**config.mk**
```make
export PLATFORM = sky130hd
export DESIGN_NAME = fluid_avalon_reg_responder
export DESIGN_NICKNAME = d
export VERILOG_FILES = /design/src/rtl/fluid_regs_pkg.sv /design/src/rtl/fluid_event_sticky.sv /design/src/rtl/fluid_avalon_reg_responder.sv
export SDC_FILE = /design/constraint.sdc
export NUM_CORES = 1
export LEC_CHECK = 0
export BUFFER_PORTS_ARGS = -buffer_cell sky130_fd_sc_hd__buf_2
export CAP_MARGIN = 20
export CELL_PAD_IN_SITES_DETAIL_PLACEMENT = 1
export CELL_PAD_IN_SITES_GLOBAL_PLACEMENT = 1
export CORE_MARGIN = 5
export CORE_UTILIZATION = 40
export DETAILED_ROUTE_END_ITERATION = 16
export GPL_TIMING_DRIVEN = 0
export PLACE_DENSITY = 0.93
export SETUP_SLACK_MARGIN = 0.02
export SKIP_LAST_GASP = 1
export SLEW_MARGIN = 10
export SYNTH_ARGS = -nofsm -noshare
export SYNTH_HDL_FRONTEND = slang
export SYNTH_HIERARCHICAL = 1
export SYNTH_SLANG_ARGS = --single-unit
```
**constraint.sdc**
```tcl
create_clock -name clk -period 2.8 [get_ports clk]
set_input_delay 0.14 -clock clk [delete_from_list [all_inputs] [get_ports clk]]
set_output_delay 0.14 -clock clk [all_outputs]
set_load 0.005 [all_outputs]
```
**src/rtl/fluid_regs_pkg.sv**
```systemverilog
// ============================================================================
// Module      : fluid_regs_pkg
// Description : Address map, FLAGS bit positions and FSM states shared by the
//               fluid register responder and its sub-modules.
// Revision    : 1.0 - initial release
// ============================================================================
`default_nettype none

package fluid_regs_pkg;

  localparam logic [6:0] ADDR_ID         = 7'h00;
  localparam logic [6:0] ADDR_SCRATCH    = 7'h01;
  localparam logic [6:0] ADDR_FLAGS      = 7'h02;
  localparam logic [6:0] ADDR_EVENT      = 7'h03;
  localparam logic [6:0] ADDR_EVENT_MASK = 7'h04;
  localparam logic [6:0] ADDR_WDOG_KICK  = 7'h05;
  localparam logic [6:0] ADDR_CTRL_BASE  = 7'h10;
  localparam logic [6:0] ADDR_STAT_BASE  = 7'h20;

  localparam int FLAGS_ACCESS_ERR   = 0;
  localparam int FLAGS_WDOG_EXPIRED = 1;

  typedef enum logic [1:0] {
    IDLE = 2'd0,
    WAIT = 2'd1,
    DONE = 2'd2
  } fsm_state_t;

endpackage

`default_nettype wire

```
**src/rtl/fluid_event_sticky.sv**
```systemverilog
// ============================================================================
// Module      : fluid_event_sticky
// Description : 16-bit sticky event register (set wins over write-1-to-clear)
//               with an interrupt mask and a registered level interrupt.
// Revision    : 1.0 - initial release
// ============================================================================
`default_nettype none

module fluid_event_sticky (
  input  logic        clk,
  input  logic        rst_n,
  input  logic [15:0] i_event_pulse,
  input  logic [15:0] i_event_clr,
  input  logic        i_mask_we,
  input  logic [15:0] i_mask_wdata,
  output logic [15:0] o_event,
  output logic [15:0] o_mask,
  output logic        o_irq
);

  logic [15:0] r_event;
  logic [15:0] r_mask;
  logic        r_irq;

  always_ff @(posedge clk or negedge rst_n) begin
    if (!rst_n) begin
      r_event <= '0;
      r_mask  <= '0;
      r_irq   <= 1'b0;
    end else begin
      r_event <= (r_event & ~i_event_clr) | i_event_pulse;
      if (i_mask_we) begin
        r_mask <= i_mask_wdata;
      end
      // Built from the current register values, so irq trails an event by a cycle.
      r_irq <= |(r_event & r_mask);
    end
  end

  assign o_event = r_event;
  assign o_mask  = r_mask;
  assign o_irq   = r_irq;

endmodule

`default_nettype wire

```
**src/rtl/fluid_avalon_reg_responder.sv**
```systemverilog
// ============================================================================
// Module      : fluid_avalon_reg_responder
// Description : Avalon-MM register slave (7-bit word address, 16-bit data,
//               waitrequest) for the fluid board: ID, scratch, flags, sticky
//               events with mask/irq, control outputs and status inputs.
//               Optional watchdog enabled by defining FLUID_REGS_WDOG_EN.
// Revision    : 1.0 - initial release
// ============================================================================
`default_nettype none

module fluid_avalon_reg_responder
  import fluid_regs_pkg::*;
#(
  parameter logic [15:0] ID_VALUE    = 16'hF1D0,
  parameter int          NUM_CTRL    = 16,
  parameter int          NUM_STAT    = 16,
  parameter int          WAIT_CYCLES = 1,
  parameter logic [15:0] CTRL_RESET  = 16'h0000,
  parameter logic [31:0] WDOG_CYCLES = 32'd50_000_000
) (
  input  logic                    clk,
  input  logic                    reset_n,
  input  logic [6:0]              avs_address,
  input  logic                    avs_read,
  input  logic                    avs_write,
  input  logic [15:0]             avs_writedata,
  output logic                    avs_waitrequest,
  output logic [15:0]             avs_readdata,
  input  logic [15:0]             event_pulse,
  input  logic [16*NUM_STAT-1:0]  stat_in,
  output logic [16*NUM_CTRL-1:0]  ctrl_out,
  output logic                    irq,
  output logic                    wdog_expired
);

  localparam logic [3:0] c_wait_load = 4'(WAIT_CYCLES);

  fsm_state_t  r_state;
  logic [3:0]  r_wait_cnt;
  logic        r_waitreq;
  logic [15:0] r_rdata;
  logic [15:0] r_scratch;
  logic        r_access_err;
  logic [15:0] r_ctrl [NUM_CTRL];

  logic [15:0] w_event;
  logic [15:0] w_mask;
  logic [15:0] w_rdata;
  logic        w_addr_ok;
  logic        w_addr_ro;
  logic        w_req;
  logic        w_commit;
  logic        w_err;
  logic        w_wr_ok;
  logic        w_kick;
  logic        w_wdog_fire;
  logic        w_wdog_expired;

  // Address decode and read mux; unmapped addresses read 0 and flag an error.
  always_comb begin
    w_rdata   = '0;
    w_addr_ok = 1'b0;
    w_addr_ro = 1'b0;
    case (avs_address)
      ADDR_ID:         begin w_rdata = ID_VALUE;  w_addr_ok = 1'b1; w_addr_ro = 1'b1; end
      ADDR_SCRATCH:    begin w_rdata = r_scratch; w_addr_ok = 1'b1; end
      ADDR_FLAGS: begin
        w_rdata[FLAGS_ACCESS_ERR]   = r_access_err;
        w_rdata[FLAGS_WDOG_EXPIRED] = w_wdog_expired;
        w_addr_ok = 1'b1;
      end
      ADDR_EVENT:      begin w_rdata = w_event;   w_addr_ok = 1'b1; end
      ADDR_EVENT_MASK: begin w_rdata = w_mask;    w_addr_ok = 1'b1; end
      ADDR_WDOG_KICK:  begin w_addr_ok = 1'b1; end
      default: begin
        for (int i = 0; i < NUM_CTRL; i++) begin
          if (avs_address == ADDR_CTRL_BASE + 7'(i)) begin
            w_rdata   = r_ctrl[i];
            w_addr_ok = 1'b1;
          end
        end
        for (int i = 0; i < NUM_STAT; i++) begin
          if (avs_address == ADDR_STAT_BASE + 7'(i)) begin
            w_rdata   = stat_in[16*i +: 16];
            w_addr_ok = 1'b1;
            w_addr_ro = 1'b1;
          end
        end
      end
    endcase
  end

  assign w_req    = avs_read | avs_write;
  assign w_commit = (r_state == DONE) && w_req;
  assign w_err    = w_commit && (!w_addr_ok || (avs_write && (w_addr_ro || avs_read)));
  assign w_wr_ok  = w_commit && avs_write && w_addr_ok && !w_addr_ro;
  assign w_kick   = w_wr_ok && (avs_address == ADDR_WDOG_KICK);

  always_ff @(posedge clk or negedge reset_n) begin
    if (!reset_n) begin
      r_state    <= IDLE;
      r_wait_cnt <= '0;
      r_waitreq  <= 1'b1;
      r_rdata    <= '0;
    end else begin
      case (r_state)
        IDLE: begin
          if (w_req) begin
            r_wait_cnt <= c_wait_load;
            if (WAIT_CYCLES == 0) begin
              r_state   <= DONE;
              r_waitreq <= 1'b0;
              r_rdata   <= w_rdata;
            end else begin
              r_state <= WAIT;
            end
          end
        end
        WAIT: begin
          if (!w_req) begin
            r_state <= IDLE;
          end else begin
            r_wait_cnt <= r_wait_cnt - 4'd1;
            if (r_wait_cnt == 4'd1) begin
              r_state   <= DONE;
              r_waitreq <= 1'b0;
              r_rdata   <= w_rdata;
            end
          end
        end
        DONE: begin
          r_state   <= IDLE;
          r_waitreq <= 1'b1;
        end
        default: begin
          r_state   <= IDLE;
          r_waitreq <= 1'b1;
        end
      endcase
    end
  end

  always_ff @(posedge clk or negedge reset_n) begin
    if (!reset_n) begin
      r_scratch    <= '0;
      r_access_err <= 1'b0;
      for (int i = 0; i < NUM_CTRL; i++) begin
        r_ctrl[i] <= CTRL_RESET;
      end
    end else begin
      if (w_wr_ok && avs_address == ADDR_SCRATCH) begin
        r_scratch <= avs_writedata;
      end
      if (w_err) begin
        r_access_err <= 1'b1;
      end else if (w_wr_ok && avs_address == ADDR_FLAGS && avs_writedata[FLAGS_ACCESS_ERR]) begin
        r_access_err <= 1'b0;
      end
      for (int i = 0; i < NUM_CTRL; i++) begin
        if (w_wdog_fire) begin
          r_ctrl[i] <= CTRL_RESET;
        end else if (w_wr_ok && !w_wdog_expired && avs_address == ADDR_CTRL_BASE + 7'(i)) begin
          r_ctrl[i] <= avs_writedata;
        end
      end
    end
  end

`ifdef FLUID_REGS_WDOG_EN
  logic [31:0] r_wdog_cnt;
  logic        r_wdog_expired;

  // Counter parks at its terminal value; expiry fires once on arrival.
  assign w_wdog_fire    = !w_kick && !r_wdog_expired && (r_wdog_cnt == WDOG_CYCLES - 32'd1);
  assign w_wdog_expired = r_wdog_expired;

  always_ff @(posedge clk or negedge reset_n) begin
    if (!reset_n) begin
      r_wdog_cnt     <= '0;
      r_wdog_expired <= 1'b0;
    end else if (w_kick) begin
      r_wdog_cnt     <= '0;
      r_wdog_expired <= 1'b0;
    end else if (r_wdog_cnt == WDOG_CYCLES - 32'd1) begin
      r_wdog_expired <= 1'b1;
    end else begin
      r_wdog_cnt <= r_wdog_cnt + 32'd1;
    end
  end
`else
  logic w_unused;
  assign w_unused       = ^{w_kick, WDOG_CYCLES};
  assign w_wdog_fire    = 1'b0;
  assign w_wdog_expired = 1'b0;
`endif

  fluid_event_sticky u_event_sticky (
    .clk           (clk),
    .rst_n         (reset_n),
    .i_event_pulse (event_pulse),
    .i_event_clr   ((w_wr_ok && avs_address == ADDR_EVENT) ? avs_writedata : 16'h0000),
    .i_mask_we     (w_wr_ok && avs_address == ADDR_EVENT_MASK),
    .i_mask_wdata  (avs_writedata),
    .o_event       (w_event),
    .o_mask        (w_mask),
    .o_irq         (irq)
  );

  for (genvar i = 0; i < NUM_CTRL; i++) begin : g_ctrl_out
    assign ctrl_out[16*i +: 16] = r_ctrl[i];
  end

  assign avs_waitrequest = r_waitreq;
  assign avs_readdata    = r_rdata;
  assign wdog_expired    = w_wdog_expired;

endmodule

`default_nettype wire
```
==> metrics.md <==
| Metric | Value |
|---|---|
| Run status | `finished with violations` |
| Failing checks | `setup timing` |
| Most frequent cells after synthesis | `dfrtp_1, mux2_2, nor2_1, a21oi_1, nand2_1` |
| Area Growth Syn to Fin | `30.77%` |
| Sequential power share | `39.4%` |
| Register bit total from synthesis | `329` |
| Hold Fails Final Rpt | `0` |
| Final period util | `107.9%` |
| Worst setup margin | `-220.7 ps` |
| Die H | `226.3 um` |
| Clock Pin Slew Worst Setup and Hold Paths | `60 ps` |
| Clock power share | `40.2%` |
| Post-Synthesis Cells | `1,737` |
| Final HPWL from detailed placement | `97.08 mm` |
| WL final | `130.6 mm` |
| Tot GR Track Use | `48.76%` |
| Post-DR vias/cell | `7.093` |
| Mapped Area | `18,710 um2` |
| Synth area leader | `dfrtp_1` |
| Ratio of cells with drive above 1 in the final layout | `46.79%` |
| Top_reg_cell synth | `dfrtp_1` |
| Least-Margin Pin Slew | `1226 ps` |
| Worst Path Required | `3230 ps` |
| Gate power share | `20.4%` |
| Worst Skew | `40.76 ps` |
| Syn Area/Cell | `10.77 um2` |
| Finished layout cell area | `24,460 um2` |
| First-pass GRT wire length | `175.2 mm` |
| DRT iter0 DRCs | `3,002` |
| Synth warnings | `6` |
| Vias in the first global route | `22.00k` |
| Crit-path cells | `buf_6 > buf_6 > buf_4 > clkinv_1 > clkbuf_2 > a22oi_2 > o32ai_1 > a21oi_1 > o221ai_1 > a21oi_1 > o22ai_1` |
| Detail Route Antenna Nets | `0` |
| Asr flop ratio synth | `100.0%` |
| Worst Path Arrival | `3450 ps` |
| Drt drc | `0` |
| Post-place setup slack | `-1105 ps` |
| DIE WIDTH | `226.3 um` |
| Worst Setup Path Type | `primary input to flip-flop` |
| Leakage | `0.01227 uW` |
| Final #Nets | `2,702` |
| Largest net degree at the start of global routing | `96` |
| Setup TNS Final | `-2278 ps` |
| Ports | `574` |
| Max IR drop VDD | `0.5328 mV` |
| Largest stage delay, worst path | `490 ps` |
| HP Class | `primary input to flip-flop` |
| Initial antenna violation count | `24` |
| CORE AREA | `46,360 um2` |
| CP top delay family | `compound AO/OA/AOI/OAI gates` |
| Max clock buf depth | `3` |
| Post-synth EDFFs | `0` |
| Routed via count | `21.69k` |
| Number of max-cap violations | `0` |
| Seq/Total Area, Yosys | `44.02%` |
| CTS tree | `yes` |
| Critical path buffer and inverter count | `5` |
| Die ar. | `51,190 um2` |
| Tmin final | `3021 ps` |
| Max_slew headroom | `17.63%` |
| H-tree depth | `2` |
| Slew Viols, Final | `0` |
| Distinct cells, synth | `93` |
| 1st-pass router iterations | `8` |
| RSZ-0062 raised after global routing | `true` |
| P_int | `8979 uW` |
| Net count after synthesis | `2,038` |
| Port Buf Inserts | `570` |
| Fmax | `331.1 MHz` |
| GRT Residual Overflow | `0` |
| Core Rows | `79` |
| Routed len/inst | `42.71 um` |
| Pwr per Cell Area | `544.9 nW/um2` |
| Clk Latency, worst-skew pair | `610 ps` |
| Post-layout util | `52.77%` |
| CP Launch Type | `primary input` |
| GPL Wtd Cong | `1.064` |
| Setup violators final | `31` |
| Worst setup EP type | `flip-flop` |
| CTS root buffer | `clkbuf_16` |
| Crit Path Max Fanout | `10` |
| Switch share | `32.64%` |
| Clock buffer count from CTS | `39` |
| Fill cell count | `5,251` |
| Sw Pwr | `4351 uW` |
| Synth top area share | `43.88%` |
| Starting Density | `40.35%` |
| Placed inst area | `22,490 um2` |
| Worst path slowest cell | `clkbuf_2` |
| Synth area leaders | `dfrtp_1, mux2_2, a21oi_1` |
| Most common cell in the netlist | `dfrtp_1` |
| Clk sinks | `329` |
[layer usage]
layer	routed length (um)	GRT usage, %	part of all wire, %	vias to the layer above
li1	-	-	-	7961
met1	44820	57.02	34	10740
met2	55490	73.16	42	2234
met3	17910	19.81	14	744
met4	12300	33.86	9.4	10
met5	78	0	0.060	-
[stage by stage]
step | cells | power [uW] | hold slack (ps)
4_1_cts | 3036 | 13100 | 0.07544
3_3_place_gp | 2914 | 7636 | 334.1
5_1_grt | 3047 | 13560 | 11.80
2_1_floorplan | 1737 | 6306 | -155.6
6_report | 3058 | 13330 | 8.314
3_5_place_dp | 2924 | 7739 | 151.6
[power groups by stage]
stage | clock (uW) | sequential [uW] | combinational (uW)
global route | 5530 | 5260 | 2780
global placement | 0 | 5300 | 2340
detailed placement | 0 | 5310 | 2420
floorplan | 0 | 5250 | 1060
finish | 5360 | 5260 | 2720
CTS | 5310 | 5230 | 2560
[path summary, 6_finish.rpt]
path / start / end / slack (ps) / cells after the start
min in group asynchronous: reset_n / avs_readdata[10] / 140 / 2
max in group asynchronous: reset_n / ctrl_out[60] / 1360 / 4
worst max-delay path: avs_address[0] / avs_readdata[8] / -220 / 11
worst min register to register: avs_waitrequest / avs_waitrequest / 500 / 2
worst min-delay path: avs_writedata[14] / ctrl_out[110] / 8 / 2
worst max register to register: r_state[1] / u_event_sticky/o_mask[6] / 80 / 9
[cells by family after synthesis]
| logic type | Yosys count | synth area share, % |
|---|---|---|
| xor+xnor | 1 | 0.04683 |
| compound gates | 499 | 18.19 |
| mux | 367 | 23.04 |
| buf+inv | 164 | 4.227 |
| fa+ha+maj | 2 | 0.1337 |
| other cells | 1 | 0.02005 |
| simple gates | 374 | 10.33 |
| flops | 329 | 44.02 |
[area by class of cell]
class,count,area (um2),share of cell area [%]
clock buffer,48,1090,4.455
buffer,137,768.2,3.141
tap,607,759.5,3.105
inverter,27,105.1,0.4296
multi-input combinational,1244,9794,40.04
clock inverter,22,221.5,0.9053
antenna,21,52.55,0.2148
sequential,329,8234,33.66
timing repair buffer,623,3437,14.05
[repair_timing]
item                       in CTS  in global routing
setup buffers                   5                  0
hold endpoints to repair      120                  0
resized for setup              33                 45
gates cloned                    0                  0
setup endpoints to repair      80                 52
pin swaps                       3                  2
hold buffers                   37                  0
[placed cells by master, fill, tap and decap left out, types with 23 or more instances in the layout]
| cell | instances |
|---|---|
| clkbuf_16 | 39 |
| a22oi_1 | 30 |
| o21ai_0 | 89 |
| inv_1 | 24 |
| mux2i_1 | 42 |
| nand2_1 | 91 |
| o22ai_1 | 45 |
| nor3_1 | 29 |
| buf_2 | 622 |
| clkbuf_1 | 34 |
| nor2_1 | 103 |
| dfrtp_1 | 328 |
| o211ai_1 | 24 |
| dlygate4sd3_1 | 37 |
| a21o_1 | 29 |
| mux2_2 | 295 |
| a21oi_1 | 93 |
| a211oi_1 | 23 |
[worst register-to-register path: cells and delay by family, from the launching register on]
| kind | cells | cell delay, ps |
|---|---|---|
| simple gates | 3 | 590 |
| flops | 1 | 470 |
| buf+inv | 4 | 850 |
| mux | 1 | 310 |
| compound gates | 1 | 390 |
[sequential cells by signal (all words and copies together), names as in the netlist]
register and flops:
avs_readdata 16, r_scratch 16, u_event_sticky/o_event 16, r_access_err 1, r_wait_cnt 4, ctrl_out 256, u_event_sticky/o_mask 16, u_event_sticky/o_irq 1
avs_waitrequest 1, r_state 2
(Power assumes the default switching activity.)
